**config.mk**
```make
export PLATFORM = sky130hd
export DESIGN_NAME = watch_fnd_ctrl
export DESIGN_NICKNAME = d
export VERILOG_FILES = /design/src/rtl/watch_fnd_ctrl.sv
export SDC_FILE = /design/constraint.sdc
export NUM_CORES = 1
export LEC_CHECK = 0
export ABC_AREA = 1
export BUFFER_PORTS_ARGS = -buffer_cell sky130_fd_sc_hd__buf_2
export CORE_ASPECT_RATIO = 1.5
export CORE_UTILIZATION = 55
export DETAILED_ROUTE_END_ITERATION = 8
export GPL_TIMING_DRIVEN = 0
export PLACE_DENSITY = 0.78
export SETUP_SLACK_MARGIN = 0.15
export SYNTH_ARGS = -nofsm -noshare
export SYNTH_HDL_FRONTEND = slang
export SYNTH_SLANG_ARGS = --single-unit
```
**constraint.sdc**
```tcl
create_clock -name clk -period 2.51 [get_ports clk]
set_input_delay 0.502 -clock clk [delete_from_list [all_inputs] [get_ports clk]]
set_output_delay 0.502 -clock clk [all_outputs]
set_load 0.005 [all_outputs]
```
**src/rtl/watch_fnd_ctrl.sv**
```systemverilog
// -----------------------------------------------------------------------------
// watch_fnd_ctrl
//
// Display back-end for the stopwatch/clock datapath. Takes the centisecond,
// second, minute and hour counters and drives a 4-digit common-anode
// 7-segment (FND) display by time-multiplexed scanning.
//
//   mode 0 : HH.MM   (digit3 digit2 . digit1 digit0)
//   mode 1 : SS.cc
//
// The field selected for editing blinks (blank while msec >= 50) and the
// centre dot (digit2 dp) is lit while msec < 50, giving a 1 Hz blink.
//
// Optional build macro:
//   FND_LEADING_BLANK_EN - when defined, the hour tens digit is blanked in
//                          mode 0 for hours 0..9. Undefined: leading zeros
//                          are always shown.
//
// Parameters:
//   SCAN_COUNT   clk cycles per digit slot (minimum 2)
//
// Ports:
//   clk          system clock
//   rst          asynchronous reset, active low
//   i_msec       centiseconds, valid 0..99
//   i_sec        seconds, valid 0..59
//   i_min        minutes, valid 0..59
//   i_hour       hours, valid 0..23
//   i_disp_mode  0 = HH.MM, 1 = SS.cc
//   i_edit_sel   edit select {hour, min, sec}; hour > min > sec priority
//   fnd_com      digit enables, active low, one-hot-low
//   fnd_data     segments {dp,g,f,e,d,c,b,a}, active low
// -----------------------------------------------------------------------------
module watch_fnd_ctrl #(
    parameter int unsigned SCAN_COUNT = 100_000
) (
    input  logic       clk,
    input  logic       rst,
    input  logic [6:0] i_msec,
    input  logic [5:0] i_sec,
    input  logic [5:0] i_min,
    input  logic [4:0] i_hour,
    input  logic       i_disp_mode,
    input  logic [2:0] i_edit_sel,
    output logic [3:0] fnd_com,
    output logic [7:0] fnd_data
);

    // -------------------------------------------------------------------------
    // Constants
    // -------------------------------------------------------------------------
    localparam int unsigned CW = (SCAN_COUNT > 2) ? $clog2(SCAN_COUNT) : 1;
    localparam logic [CW-1:0] CNT_MAX = CW'(SCAN_COUNT - 1);

    localparam logic [7:0] SEG_DASH  = 8'hBF;
    localparam logic [7:0] SEG_BLANK = 8'hFF;

    // -------------------------------------------------------------------------
    // Helper functions
    // -------------------------------------------------------------------------

    // Active-low segment pattern for a decimal digit; dp bit left dark.
    function automatic logic [7:0] seg_code(input logic [3:0] digit);
        logic [7:0] code;
        case (digit)
            4'd0:    code = 8'hC0;
            4'd1:    code = 8'hF9;
            4'd2:    code = 8'hA4;
            4'd3:    code = 8'hB0;
            4'd4:    code = 8'h99;
            4'd5:    code = 8'h92;
            4'd6:    code = 8'h82;
            4'd7:    code = 8'hF8;
            4'd8:    code = 8'h80;
            4'd9:    code = 8'h90;
            default: code = SEG_BLANK;
        endcase
        return code;
    endfunction

    // Tens digit of a field value. Quotients above 9 only arise for
    // out-of-range values, which are shown as a dash, so they saturate.
    function automatic logic [3:0] tens_of(input logic [6:0] value);
        logic [6:0] quot;
        quot = value / 7'd10;
        return (quot > 7'd9) ? 4'd9 : quot[3:0];
    endfunction

    // Ones digit of a field value (remainder is always 0..9).
    function automatic logic [3:0] ones_of(input logic [6:0] value);
        logic [6:0] rem;
        rem = value % 7'd10;
        return (rem > 7'd9) ? 4'd9 : rem[3:0];
    endfunction

    // -------------------------------------------------------------------------
    // Registers
    // -------------------------------------------------------------------------
    logic [CW-1:0] cnt_q;
    logic [1:0]    idx_q;
    logic [3:0]    com_q;
    logic [7:0]    data_q;

    // -------------------------------------------------------------------------
    // Combinational signals
    // -------------------------------------------------------------------------
    logic          tick_s;
    logic [1:0]    idx_d;
    logic [3:0]    com_d;
    logic [7:0]    data_d;

    logic [6:0]    hi_val_s;
    logic [6:0]    lo_val_s;
    logic          hi_oor_s;
    logic          lo_oor_s;
    logic [3:0]    hi_tens_s;
    logic [3:0]    hi_ones_s;
    logic [3:0]    lo_tens_s;
    logic [3:0]    lo_ones_s;

    logic          blink_off_s;
    logic          sel_hour_s;
    logic          sel_min_s;
    logic          sel_sec_s;
    logic          blank_hi_s;
    logic          blank_lo_s;
    logic          lead_blank_s;

    logic [7:0]    code_s;
    logic          dp_dark_s;
    logic          blank_s;

    assign tick_s = (cnt_q == CNT_MAX);
    assign idx_d  = idx_q + 2'd1;
    assign com_d  = ~(4'b0001 << idx_d);

    // Second half of each msec second: blinking fields go dark, dot goes dark.
    assign blink_off_s = (i_msec >= 7'd50);

    // Edit select priority hour > min > sec.
    assign sel_hour_s = i_edit_sel[2];
    assign sel_min_s  = i_edit_sel[1] & ~i_edit_sel[2];
    assign sel_sec_s  = i_edit_sel[0] & ~i_edit_sel[1] & ~i_edit_sel[2];

    // Field selection for the current display mode.
    always_comb begin
        hi_val_s   = 7'd0;
        lo_val_s   = 7'd0;
        hi_oor_s   = 1'b0;
        lo_oor_s   = 1'b0;
        blank_hi_s = 1'b0;
        blank_lo_s = 1'b0;
        if (i_disp_mode == 1'b0) begin
            hi_val_s   = {2'b00, i_hour};
            lo_val_s   = {1'b0, i_min};
            hi_oor_s   = (i_hour > 5'd23);
            lo_oor_s   = (i_min > 6'd59);
            blank_hi_s = sel_hour_s & blink_off_s;
            blank_lo_s = sel_min_s & blink_off_s;
        end else begin
            // msec is never editable, so only the high (sec) field can blink.
            hi_val_s   = {1'b0, i_sec};
            lo_val_s   = i_msec;
            hi_oor_s   = (i_sec > 6'd59);
            lo_oor_s   = (i_msec > 7'd99);
            blank_hi_s = sel_sec_s & blink_off_s;
            blank_lo_s = 1'b0;
        end
    end

    assign hi_tens_s = tens_of(hi_val_s);
    assign hi_ones_s = ones_of(hi_val_s);
    assign lo_tens_s = tens_of(lo_val_s);
    assign lo_ones_s = ones_of(lo_val_s);

`ifdef FND_LEADING_BLANK_EN
    assign lead_blank_s = (i_disp_mode == 1'b0) && !hi_oor_s && (i_hour < 5'd10);
`else
    assign lead_blank_s = 1'b0;
`endif

    // Segment data for the digit that becomes active at the next scan tick.
    always_comb begin
        code_s    = SEG_BLANK;
        dp_dark_s = 1'b1;
        blank_s   = 1'b0;
        case (idx_d)
            2'd0: begin
                code_s  = lo_oor_s ? SEG_DASH : seg_code(lo_ones_s);
                blank_s = blank_lo_s;
            end
            2'd1: begin
                code_s  = lo_oor_s ? SEG_DASH : seg_code(lo_tens_s);
                blank_s = blank_lo_s;
            end
            2'd2: begin
                code_s    = hi_oor_s ? SEG_DASH : seg_code(hi_ones_s);
                dp_dark_s = blink_off_s;
                blank_s   = blank_hi_s;
            end
            2'd3: begin
                code_s  = hi_oor_s ? SEG_DASH : seg_code(hi_tens_s);
                blank_s = blank_hi_s | lead_blank_s;
            end
            default: begin
                code_s    = SEG_BLANK;
                dp_dark_s = 1'b1;
                blank_s   = 1'b1;
            end
        endcase

        if (blank_s) begin
            data_d = SEG_BLANK;
        end else begin
            data_d = {dp_dark_s, code_s[6:0]};
        end
    end

    // Scan counter: free-running 0..SCAN_COUNT-1.
    always_ff @(posedge clk or negedge rst) begin
        if (!rst) begin
            cnt_q <= '0;
        end else if (tick_s) begin
            cnt_q <= '0;
        end else begin
            cnt_q <= cnt_q + {{(CW-1){1'b0}}, 1'b1};
        end
    end

    // Digit index and output registers, loaded together so enable and data
    // always switch on the same edge.
    always_ff @(posedge clk or negedge rst) begin
        if (!rst) begin
            idx_q  <= 2'd0;
            com_q  <= 4'b1111;
            data_q <= SEG_BLANK;
        end else if (tick_s) begin
            idx_q  <= idx_d;
            com_q  <= com_d;
            data_q <= data_d;
        end else begin
            idx_q  <= idx_q;
            com_q  <= com_q;
            data_q <= data_q;
        end
    end

    assign fnd_com  = com_q;
    assign fnd_data = data_q;

endmodule

```
After elaboration in Yosys (flattened, before gate mapping)
Memories as Yosys holds them, arrays and structs flattened. Cells that the tools add are included.

Bitwise operators: 9. Equal/unequal tests: 4. Reduce and logical (&&, ||, !) cells: 3. Multiply operators: 0. Div/mod/pow operators: 4. $lt $le $gt $ge: 9. Add/sub/neg operators: 2. Shift-type cells: 1. Muxes and demuxes: 19.

Operator list (number): $mux 7 (5); $gt 7x4->1 const B (4); $pmux 7 s4 (1); $add 17x1->17 const B (1); $eq 17x17->1 const B (1); $mux 17 (1); $mux 4 (4); $div 7x4->7 const B (2); $mod 7x4->7 const B (2); $gt 6x6->1 const B (2); $mux 8 (1); $ge 7x6->1 const B (1); $gt 7x7->1 const B (1); $and 1x1->1 (6); $mux 6 (1); $gt 5x5->1 const B (1); $mux 1 (5); $eq 2x2->1 const B (2); $not 4->4 (1); $reduce_or 2->1 (2); $shl 1x2->4 const A (1); $add 2x1->2 const B (1); $eq 2x1->1 const B (1); $logic_not 2->1 (1); other kinds (2) (3).

Output and inout port bits: 12. Memories kept: 4. Memory bits (read-only): 448. Word-level logic and storage cells: 59. Input bits: 30. Memory bits (writable): 0. Bits in latches: 0. Flip-flop bits (word level): 31.

Memories: (name not given) (depth 16, width 7, read ports 1, clocked after memory_dff 0, write ports 0, line 65) `case (digit)`; (name not given) (depth 16, width 7, read ports 1, clocked after memory_dff 0, write ports 0, line 65); (name not given) (depth 16, width 7, read ports 1, clocked after memory_dff 0, write ports 0, line 65); (name not given) (depth 16, width 7, read ports 1, clocked after memory_dff 0, write ports 0, line 65).

Depth between registers and ports, before layout
An unclocked memory read counts as a cell.

Depth after elaboration: 8. Gate-level depth with buffers: 35. Mapped depth without buffers: 34.

Worst setup path after synthesis
Ideal clock, no wire load.

Path kind: input to register. Start point: in i_disp_mode. End point: reg data_q[5] (netlist: fnd_data[5]). Buffers on the path: 2. Data required time: 2.430 ns. Setup time: 0.080 ns. Arrival time: 4.265 ns. Path slack: -1.835 ns. Stages: 32. Path through: buf_4 inv_4 nand2_1 nand2_1 inv_1 ha_1 nand3b_1 nand2_1 nand3_1 nand3_1 nand2_2 nand3_2 nand2_1 and2_1 ha_1 nand3b_2 nand3_2 buf_6 xor2_1 inv_1 nor2_1 o21ai_0 nor2_1 inv_1 ha_1 or2_1 o211ai_1 nand2_1 nand2_1 nand2_1 nand2_1 a21oi_1.

Longest elaborated chain between the ends: 8. Elaborated cells on any way between the ends: 29. Those cells by class: 4 x div; 4 x order compare; 17 x mux; 4 x memory.

RTL lines: start, declared (line 43) `input logic i_disp_mode,`; $mux 6 or $mux 7 (tied branches) (line 153) `if (i_disp_mode == 1'b0) begin`; $div 7x4->7 or $mod 7x4->7 (tied branches) (line 85, 92); $gt 7x4->1 (on tied branches) (line 86, 93); $mux 4 (on tied branches) (line 86, 93); $mem_v2 16x7; $mux 7 (on tied branches); $pmux 7 s4 (line 187) `case (idx_d)`; $mux 8 * (line 212) `if (blank_s) begin`; end signal, assigned (line 240) `data_q <= data_d;`; end signal, assigned (line 244) `data_q <= data_q;`; end, declared (line 102) `logic [7:0] data_q;`.

Every way passes the cells marked *; elsewhere a longest branch is shown, timed or not. A chain may end at the register's enable or synchronous reset.

Worst setup path in the final report
Start point: in i_disp_mode. End point: reg data_q[2] (netlist: fnd_data[2]).

The elaborated chain is that of the path after synthesis.

==> summary.md <==
| Metric | Value |
|---|---|
| Synthesized instance count | 572 |
| Syn Area/Cell | 6.26 sq um |
| Worst setup startpoint | i_disp_mode |
| Finish-stage setup viols | 7 |
| Sequential Power Share | 0.238 |
| Max incr delay on CP | 0.19 ns |
| Core outline area | 0.00622 sq mm |
| Final worst slack | -1.29 ns |
| Slew margin rel. | 0.509 |
| Status | complete, but fails checks |
| Asr flop ratio synth | 1.00 |
| GR Overflow Total | 0 |
| Seq/Total Area, Yosys | 0.221 |
| Global-route wire length before repair | 15,500 um |
| Ys Warns | 0 |
| Setup clock skew after layout | 0.00503 ns |
| R2R Setup Slk | 0.21 ns |
| Layout cell share with drive strength beyond 1 | 0.335 |
| Clock Latency Late Sink | 0.28 ns |
| Tot GR Track Use | 0.290 |
| Slowest CP cell | nand3b_1 |
| Setup WS pre-CTS | -1.91 ns |
| CTS H-Tree Depth | 2 |
| # Max-Cap Violations | 0 |
| Total die area | 0.00684 sq mm |
| Critical Path RT | 2.72 ns |
| Sw Ratio | 0.434 |
| Area leader, netlist | nand2_1 |
| Max Buffers Root-to-Sink | 2 |
| Synthesized area | 0.00358 sq mm |
| Worst slew pin tran | 0.729 ns |
| # rows | 35 |
| Number of synthesized flops with an enable pin | 0 |
| Hpwl dp | 6830 um |
| Crit end category | register |
| Critical path type | input port to register |
| Router iterations before antenna repair | 4 |
| DRC viols | 0 |
| R2r endpoint | cnt_q[16] |
| Synth Net Count | 628 |
| R2R depth | 20 |
| Antenna violations before repair | 0 |
| Largest net degree at the start of global routing | 32 |
| Hold Violations, Final | 0 |
| Failing checks | negative setup slack |
| Area of the multi-input gates | 0.00275 sq mm |
| VDD IR max | 239 uV |
| Max Fanout on Critical Path | 6 |
| Num CTS Buffers | 5 |
| Startpoint class of the critical path | input port |
| Final Max Slew Viols | 0 |
| Comb power frac | 0.575 |
| Final #Nets | 715 |
| Final period utilization | 1.52 |
| Vias per Instance | 5.43 |
| Worst hold path type | input port to asynchronous set/reset pin |
| Main synth FF type | dfrtp_1 |
| Routed WL | 9610 um |
| Top post-synthesis cells by area | nand2_1 17%, dfrtp_1 13%, inv_1 9.4% |
| Starting density of the core | 0.576 |
| Vias after detailed routing | 3,983 |
| Number of global-route vias before repair | 3,737 |
| Fmax achieved | 263 MHz |
| IO Port Bufs | 40 |
| Clk sink count | 31 |
| Top cell type's share of synthesized area | 0.169 |
| Power Internal | 1240 uW |
| Pleak | 0.00247 uW |
| Drt first-iter violations | 151 |
| Switching power | 948 uW |
| Number of diodes | 0 |
| Clock-pin slew on the worst setup and hold paths | 0.06 ns |
| RR Startpoint | cnt_q[0] |
| Per-cell routed wire length | 13.1 um |
| Root Buffer | clkbuf_8 |
| TritonCTS clock tree | done |
| # fillers | 514 |
| Die width | 67.9 um |
| Design area | 0.00471 sq mm |
| Post-DRT Antenna Nets | 0 |
| Post-DP Area | 0.00396 sq mm |
| Die height | 101 um |
| Clk network pwr share | 0.187 |
| Seq. cell area | 791 sq um |
| Yosys cell types | 44 |
| #FFs+latches synth | 31 |
| Final critical-path required period | 3.80 ns |
| Placed Cells incl. Taps | 686 |
| Critical path's most frequent cell | nand2_4 |
| Area Overhead vs Synth | 31.4% |
| Boundary Pins | 42 |
| WP data arrival | 4.02 ns |
| Pwr dens | 464 mW/mm^2 |
| Setup crit end | fnd_data[2] |
| Placer Congestion | 0.820 |
| RSZ-0062 raised after global routing | true |
| Fin cells | 734 |
-- layout by cell type, fill, tap and decap left out, types with 12 or more instances in the layout --
cell type and count:
o21ai_0 23, nand4_1 15, inv_2 19, buf_2 41
dfstp_2 12, a21oi_1 26, inv_1 75, dfrtp_1 19
nand2_4 14, nor2_1 39, nand3_1 33, buf_4 40
nand2_2 13, nand2_1 149, ha_1 18
-- power by group through the flow --
stage	sequential, uW	combinational (uW)	clock [uW]
floorplan	529	740	0
global placement	528	906	0
detailed placement	528	933	0
CTS	520	1150	408
global route	521	1390	434
finish	520	1260	408
-- flip-flops by register name, summed over array words and instances, names as in the netlist --
name      cells
cnt_q        17
fnd_com       4
fnd_data      8
idx_q         2
-- layer usage --
layer  vias to the layer above  GRT usage  routed length [um]
met4                         0      0.123                 365
met2                        89      0.580                5450
met5                         -          0                   0
li1                       2003          -                   -
met1                      1864      0.286                3580
met3                        27     0.0215                 210
-- worst min-delay path by stage --
stage,from,endpoint,slack [ns],depth (start not counted)
detailed placement,cnt_q[0],cnt_q[0],0.48,1
global placement,cnt_q[0],cnt_q[0],0.46,1
floorplan,rst,cnt_q[0],0.21,0
CTS,rst,cnt_q[8],0.27,1
finish,rst,cnt_q[10],0.25,1
global route,rst,cnt_q[10],0.30,1
-- repair_timing --
action	CTS	global route
hold buffers	0	0
buffers inserted	31	9
pin swaps	32	45
endpoints found under the hold margin	0	0
endpoints found under the setup margin	9	10
resized for setup	44	54
-- critical path: cells and delay by family --
kind | cells | cell delay [ns]
adder cells (fa/ha/maj) | 3 | 0.43
AO/OA/AOI/OAI | 3 | 0.35
AND/OR/NAND/NOR | 17 | 1.85
buffers and inverters | 8 | 0.72
XOR/XNOR | 1 | 0.15
-- per-stage QoR --
stage	utilization	setup TNS (ns)	power, uW	hold slack, ns
after CTS	0.715	-8.02	2070	0.269
after global routing	0.757	-10.28	2340	0.304
after detailed placement	0.637	-12.66	1460	0.480
after global placement	0.637	-11.98	1430	0.460
after floorplan	-	-9.59	1270	0.206
final	0.757	-8.69	2190	0.252
-- cell families (layout without fill, tap and decap cells) --
| group | Yosys count | in the layout | synth area share |
|---|---|---|---|
| multiplexers | 1 | 1 | 0.00314 |
| AO/OA/AOI/OAI | 82 | 82 | 0.132 |
| buffers and inverters | 108 | 196 | 0.123 |
| AND/OR/NAND/NOR | 320 | 320 | 0.420 |
| XOR/XNOR | 4 | 4 | 0.00978 |
| adder cells (fa/ha/maj) | 26 | 26 | 0.0908 |
| flip-flops | 31 | 31 | 0.221 |
-- area by class of cell --
| cell class | instances | area share |
|---|---|---|
| Buffer | 11 | 0.0207 |
| Timing Repair Buffer | 80 | 0.107 |
| Multi-Input combinational cell | 433 | 0.585 |
| Clock buffer | 7 | 0.0183 |
| Sequential cell | 31 | 0.168 |
| Inverter | 97 | 0.0800 |
| Tap cell | 74 | 0.0197 |
| Clock inverter | 1 | 0.00106 |
-- synth_stat cells, drive strengths merged (2+ instances only) --
master	number
ha	26
a31oi	2
and2	2
nand2	176
a21oi	36
nor3	7
or3	2
dfrtp	19
nor2	62
dfstp	12
o21ai	36
nand3	42
nand4	16
buf	6
or2	3
nor4	6
xor2	4
nand3b	4
o211ai	4
inv	97
clkbuf	5
Power figures use the tool's default switching activity.
